[config.mk]
export PLATFORM = sky130hd
export DESIGN_NAME = gate_sequencer
export DESIGN_NICKNAME = d
export VERILOG_FILES = /design/src/rtl/synth_pkg.sv /design/src/rtl/step_timer.sv /design/src/rtl/gate_sequencer.sv
export SDC_FILE = /design/constraint.sdc
export NUM_CORES = 1
export LEC_CHECK = 0
export ABC_AREA = 1
export CORE_MARGIN = 5
export CORE_UTILIZATION = 40
export CTS_BUF_LIST = sky130_fd_sc_hd__clkbuf_16
export CTS_CLUSTER_SIZE = 20
export DETAILED_ROUTE_END_ITERATION = 6
export PLACE_DENSITY = 0.74
export SLEW_MARGIN = 20
export SYNTH_ARGS = -nofsm -noshare
export SYNTH_HDL_FRONTEND = slang
export SYNTH_HIERARCHICAL = 1
export SYNTH_SLANG_ARGS = --single-unit
[constraint.sdc]
create_clock -name clk -period 3 [get_ports clk]
set_input_delay 0.6 -clock clk [delete_from_list [all_inputs] [get_ports clk]]
set_output_delay 0.6 -clock clk [all_outputs]
set_load 0.005 [all_outputs]
[src/rtl/synth_pkg.sv]
// Shared constants for the synth voice blocks: sequencer state encoding,
// default counter width and the shortest legal step.
package synth_pkg;

   typedef enum logic {
      ST_IDLE = 1'b0,
      ST_RUN  = 1'b1
   } seq_state_t;

   localparam int CNT_W_DEF    = 8;
   localparam int MIN_STEP_LEN = 2;

endpackage : synth_pkg

[src/rtl/step_timer.sv]
// Tick counter for one sequencer step. It reports the post-update count and a
// wrap flag when a tick lands on or past the last tick of the step.
module step_timer
   import synth_pkg::*;
#(
   parameter int CNT_W = CNT_W_DEF
) (
   input  logic             clk,
   input  logic             rstn,
   input  logic             tick,
   input  logic             clear,
   input  logic [CNT_W-1:0] len,
   output logic [CNT_W-1:0] count,
   output logic [CNT_W-1:0] count_nxt,
   output logic             wrap
);

   localparam logic [CNT_W-1:0] ONE = CNT_W'(1);

   logic [CNT_W-1:0] count_r;
   logic [CNT_W-1:0] count_nxt_s;
   logic             wrap_s;

   // Next count. Using >= lets a shortened step wrap on the next tick.
   always_comb begin
      wrap_s      = 1'b0;
      count_nxt_s = count_r;
      if (clear) begin
         count_nxt_s = '0;
      end else if (tick) begin
         if (count_r >= (len - ONE)) begin
            wrap_s      = 1'b1;
            count_nxt_s = '0;
         end else begin
            count_nxt_s = count_r + ONE;
         end
      end else begin
         count_nxt_s = count_r;
      end
   end

   // Counter register
   always_ff @(posedge clk or negedge rstn) begin
      if (!rstn) begin
         count_r <= '0;
      end else begin
         count_r <= count_nxt_s;
      end
   end

   assign count     = count_r;
   assign count_nxt = count_nxt_s;
   assign wrap      = wrap_s;

endmodule : step_timer

[src/rtl/gate_sequencer.sv]
// Eight-step gate sequencer feeding adsr.trig: divides the tick strobe into
// steps and raises trig for a programmable length on each active step.
module gate_sequencer
   import synth_pkg::*;
#(
   parameter int STEPS_W = 3,
   parameter int CNT_W   = CNT_W_DEF
) (
   input  logic                  clk,
   input  logic                  rstn,
   input  logic                  tick,
   input  logic                  enable,
   input  logic [CNT_W-1:0]      step_len,
   input  logic [CNT_W-1:0]      gate_len,
   input  logic [2**STEPS_W-1:0] pattern,
   input  logic [STEPS_W-1:0]    last_step,
   output logic                  trig,
   output logic [STEPS_W-1:0]    step,
   output logic                  step_strobe,
   output logic                  running
);

   localparam logic [CNT_W-1:0]   ONE     = CNT_W'(1);
   localparam logic [CNT_W-1:0]   MIN_LEN = CNT_W'(MIN_STEP_LEN);
   localparam logic [STEPS_W-1:0] STEP_1  = STEPS_W'(1);

   seq_state_t          state_r, state_nxt_s;
   logic [STEPS_W-1:0]  step_r, step_nxt_s;
   logic                trig_r, trig_nxt_s;
   logic                strobe_r, strobe_nxt_s;
   logic                running_r, running_nxt_s;
   logic [CNT_W-1:0]    eff_len_s;
   logic [CNT_W-1:0]    count_s, count_nxt_s;
   logic                wrap_s;
   logic                clear_s;

   // The last tick of a step is always low so the envelope sees a new attack.
   function automatic logic gate_on(input logic pat_bit, input logic [CNT_W-1:0] c,
                                    input logic [CNT_W-1:0] gl, input logic [CNT_W-1:0] l);
      return pat_bit && (c < gl) && (c < (l - ONE));
   endfunction

   assign eff_len_s = (step_len < MIN_LEN) ? MIN_LEN : step_len;
   assign clear_s   = (state_r == ST_IDLE) || !enable;

   step_timer #(.CNT_W(CNT_W)) u_timer (
      .clk       (clk),
      .rstn      (rstn),
      .tick      (tick),
      .clear     (clear_s),
      .len       (eff_len_s),
      .count     (count_s),
      .count_nxt (count_nxt_s),
      .wrap      (wrap_s)
   );

   // Next state, step index and gate
   always_comb begin
      state_nxt_s   = state_r;
      step_nxt_s    = step_r;
      trig_nxt_s    = trig_r;
      strobe_nxt_s  = 1'b0;
      running_nxt_s = running_r;
      case (state_r)
         ST_IDLE: begin
            if (enable) begin
               state_nxt_s   = ST_RUN;
               step_nxt_s    = '0;
               strobe_nxt_s  = 1'b1;
               running_nxt_s = 1'b1;
               trig_nxt_s    = gate_on(pattern[0], '0, gate_len, eff_len_s);
            end else begin
               step_nxt_s    = '0;
               trig_nxt_s    = 1'b0;
               running_nxt_s = 1'b0;
            end
         end
         ST_RUN: begin
            if (!enable) begin
               state_nxt_s   = ST_IDLE;
               step_nxt_s    = '0;
               trig_nxt_s    = 1'b0;
               running_nxt_s = 1'b0;
            end else if (tick) begin
               if (wrap_s) begin
                  step_nxt_s = (step_r >= last_step) ? '0 : step_r + STEP_1;
               end else begin
                  step_nxt_s = step_r;
               end
               strobe_nxt_s = wrap_s;
               trig_nxt_s   = gate_on(pattern[step_nxt_s], count_nxt_s, gate_len, eff_len_s);
            end else begin
               trig_nxt_s = trig_r;
            end
         end
         default: begin
            state_nxt_s   = ST_IDLE;
            step_nxt_s    = '0;
            trig_nxt_s    = 1'b0;
            running_nxt_s = 1'b0;
         end
      endcase
   end

   // Output and state registers
   always_ff @(posedge clk or negedge rstn) begin
      if (!rstn) begin
         state_r   <= ST_IDLE;
         step_r    <= '0;
         trig_r    <= 1'b0;
         strobe_r  <= 1'b0;
         running_r <= 1'b0;
      end else begin
         state_r   <= state_nxt_s;
         step_r    <= step_nxt_s;
         trig_r    <= trig_nxt_s;
         strobe_r  <= strobe_nxt_s;
         running_r <= running_nxt_s;
      end
   end

   assign trig        = trig_r;
   assign step        = step_r;
   assign step_strobe = strobe_r;
   assign running     = running_r;

endmodule : gate_sequencer
==> metrics.txt <==
outcome complete, but fails checks; violated checks setup timing; Avg Vias per Cell 5.06; FF-to-FF End trig; Power Internal 506 µW; switching share of power 28.5%; FF+latch area 375 µm²; worst min path class register to register; Layout Utilization 67.8%; Die Footprint 6260 µm²; DP HPWL 4.35 mm; Synth top area share 19.6%; sequential share of the synthesized area 19.6%; H-Tree Depth 1; P_leak 1.65 nW; post-synthesis net count 349; MaxCap Viol Count 0; layout cells sized above 1 35.0%; total core area 4690 µm²; Reg2Reg Depth 18; # DRC 0; CP max FO 7; initial core utilization 40.7%; global-route wire length before repair 9.38 mm; vias in the first global route 2,146; Ys Warns 6; Main synth FF type dfrtp_1; fin crit period 3.60 ns; hold_buf cts 0; CP Data Required Time 3.17 ns; final antenna-violating net count 0; Worst Path Arrival 3.77 ns; Critical path origin step_len[4]; post-route setup TNS -1.53 ns; Worst Setup Path Type primary input to register; final net count 439; setup slack after layout -0.599 ns; Slew @ Worst Pin 0.710 ns; ant diodes 0; Yosys top cell by area dfrtp_1; Rows 25; RSZ-0062 raised after global routing true; DIE HEIGHT 79.1 µm; cell area after synthesis 1910 µm²; synth cell count leaders nand2_1 (69), inv_1 (53), ha_1 (30); clock network power share 36.6%; area of the multi-input gates 1590 µm²; via count 2,179; r2r setup slk 0.33 ns; largest family of logic cells by synthesized area simple AND/OR/NAND/NOR gates; top-count cell post-synth nand2_1; cts bufs inserted 3; Routed WL 6.13 mm; P_sw 201 µW; Yosys reg bits 15; Pwr Total 708 µW; Seq pwr share 29.9%; XOR/XNOR Fraction of Synth Area 6.81%; async set or reset register ratio after synthesis 100%; synth top area cells dfrtp_1 (20%), ha_1 (20%), nand2_1 (14%); Final Cycle Share 120%; maximum VDD drop 0.150 mV; total grt overflow 0; initial antenna violation count 0; syn_area_per_cell 6.64 µm²; CP endpoint kind register; drt initial violations 106; final slew viol count 0; Layout area overhead 66.4%; pin count of the biggest net entering global routing 16; Root Buffer clkbuf_16; post-synthesis mux area share 0.524%; Clock Tree Buf Depth 2; Clock Skew 0.00217 ns; port bufs 36; Comb pwr share 33.5%; reg2reg start u_timer/count[0]; Distinct cells, synth 31; Area after DPL 2750 µm²; clk slew on worst S/H paths 0.05 ns; total track usage 18.4%; fill count 359; Max-slew headroom 52.5%; router iterations before antenna repair 4; Final Hold Viols 0; Power Density 222 nW/µm²; worst slack at placement -1.30 ns; crit path launch type primary input; Worst-Skew Late Latency 0.25 ns; simple-gate share of the synthesized area 33.1%; # IOs 37; fmax 278 MHz; clock sinks 15; Post-synth EDFFs 0; CTS tree yes; Critical Path End trig; Design Area, Final 3180 µm²; post-synthesis adder-cell area fraction 19.6%; Die Wd 79.1 µm; Cells after Synth 288; # setup viols final 4; post-synthesis compound-gate area fraction 7.53%; routability cong. 0.870; DR WL/cell 14.2 µm
[cells in the final DEF (no fill, tap or decap), drive strengths merged, types with 2 or more instances in the layout]
master,count
nor2,33
xor2,11
nor3,2
xnor2,3
clkinv,2
nand3,22
dfrtp,15
o22ai,3
nand4,5
inv,55
clkdlybuf4s50,28
ha,30
nand2,76
o21ai,4
clkbuf,4
buf,62
a21oi,13
nor4,2
[registers in the layout, indices dropped and copies added (netlist names)]
register,count
step_strobe,1
state_r,1
step,3
trig,1
u_timer/count,8
running,1
[power groups by stage]
stage | sequential [mW] | combinational [mW] | clock (mW)
global placement | 0.214 | 0.204 | 0
finish | 0.211 | 0.237 | 0.259
detailed placement | 0.214 | 0.209 | 0
global route | 0.212 | 0.261 | 0.270
CTS | 0.211 | 0.218 | 0.259
floorplan | 0.214 | 0.0999 | 0
[critical path: stages]
cell      delay, ns
buf_12         0.11
inv_12         0.04
nand2_4        0.05
nor2_4         0.13
nand2_4        0.09
nand2_4        0.07
inv_4          0.04
inv_4          0.06
ha_4           0.13
nand2_2        0.05
nor3_2         0.19
xor2_1         0.16
inv_1          0.06
ha_1           0.27
nand2_1        0.08
o21a_1         0.12
nand2_1        0.06
nand2_2        0.11
nand2_4        0.10
buf_6          0.13
nor2_4         0.16
ha_4           0.23
a221oi_2       0.24
nand3_1        0.11
a21oi_2        0.12
nand3_2        0.09
a21oi_2        0.14
[kinds of logic after synthesis]
family                   Yosys count
multiplexers                       1
flip-flops                        15
adder cells (fa/ha/maj)           30
XOR/XNOR                          14
AO/OA/AOI/OAI                     24
buffers and inverters             63
AND/OR/NAND/NOR                  141
[final cells by class]
type / count / share of cell area (%)
Multi-Input combinational cell: 210 / 49.8
Timing Repair Buffer: 92 / 25.9
Sequential cell: 15 / 11.8
Inverter: 56 / 7.86
Clock buffer: 3 / 2.36
Tap cell: 54 / 2.12
Clock inverter: 1 / 0.118
[through the flow]
stage / hold slack (ns) / std cells
after floorplan: 0.304 / 288
after global placement: 0.466 / 411
after detailed placement: 0.466 / 411
after CTS: 0.480 / 426
after global routing: 0.571 / 431
final: 0.546 / 431
[per-layer routing]
metal  up-vias  global-route usage [%]  wire length [µm]
met5         -                       0                 0
met4         0                    7.56               189
met3        19                    1.59               185
met2        58                    33.5              3170
met1      1012                    22.0              2580
li1       1090                       -                 -
[worst min-delay path by stage]
stage | to | cells past startpoint | startpoint | slack, ns
3_3_place_gp | running | 2 | running | 0.47
2_1_floorplan | running | 0 | rstn | 0.30
4_1_cts | running | 2 | running | 0.48
3_5_place_dp | running | 2 | running | 0.47
6_report | running | 2 | running | 0.55
5_1_grt | running | 2 | running | 0.57
[what timing repair did]
item	in CTS	in global routing
gates resized for setup	50	48
endpoints found under the setup margin	12	6
pin swaps	26	36
setup buffers	11	9
Note: power is estimated with default switching activity, not from simulation.
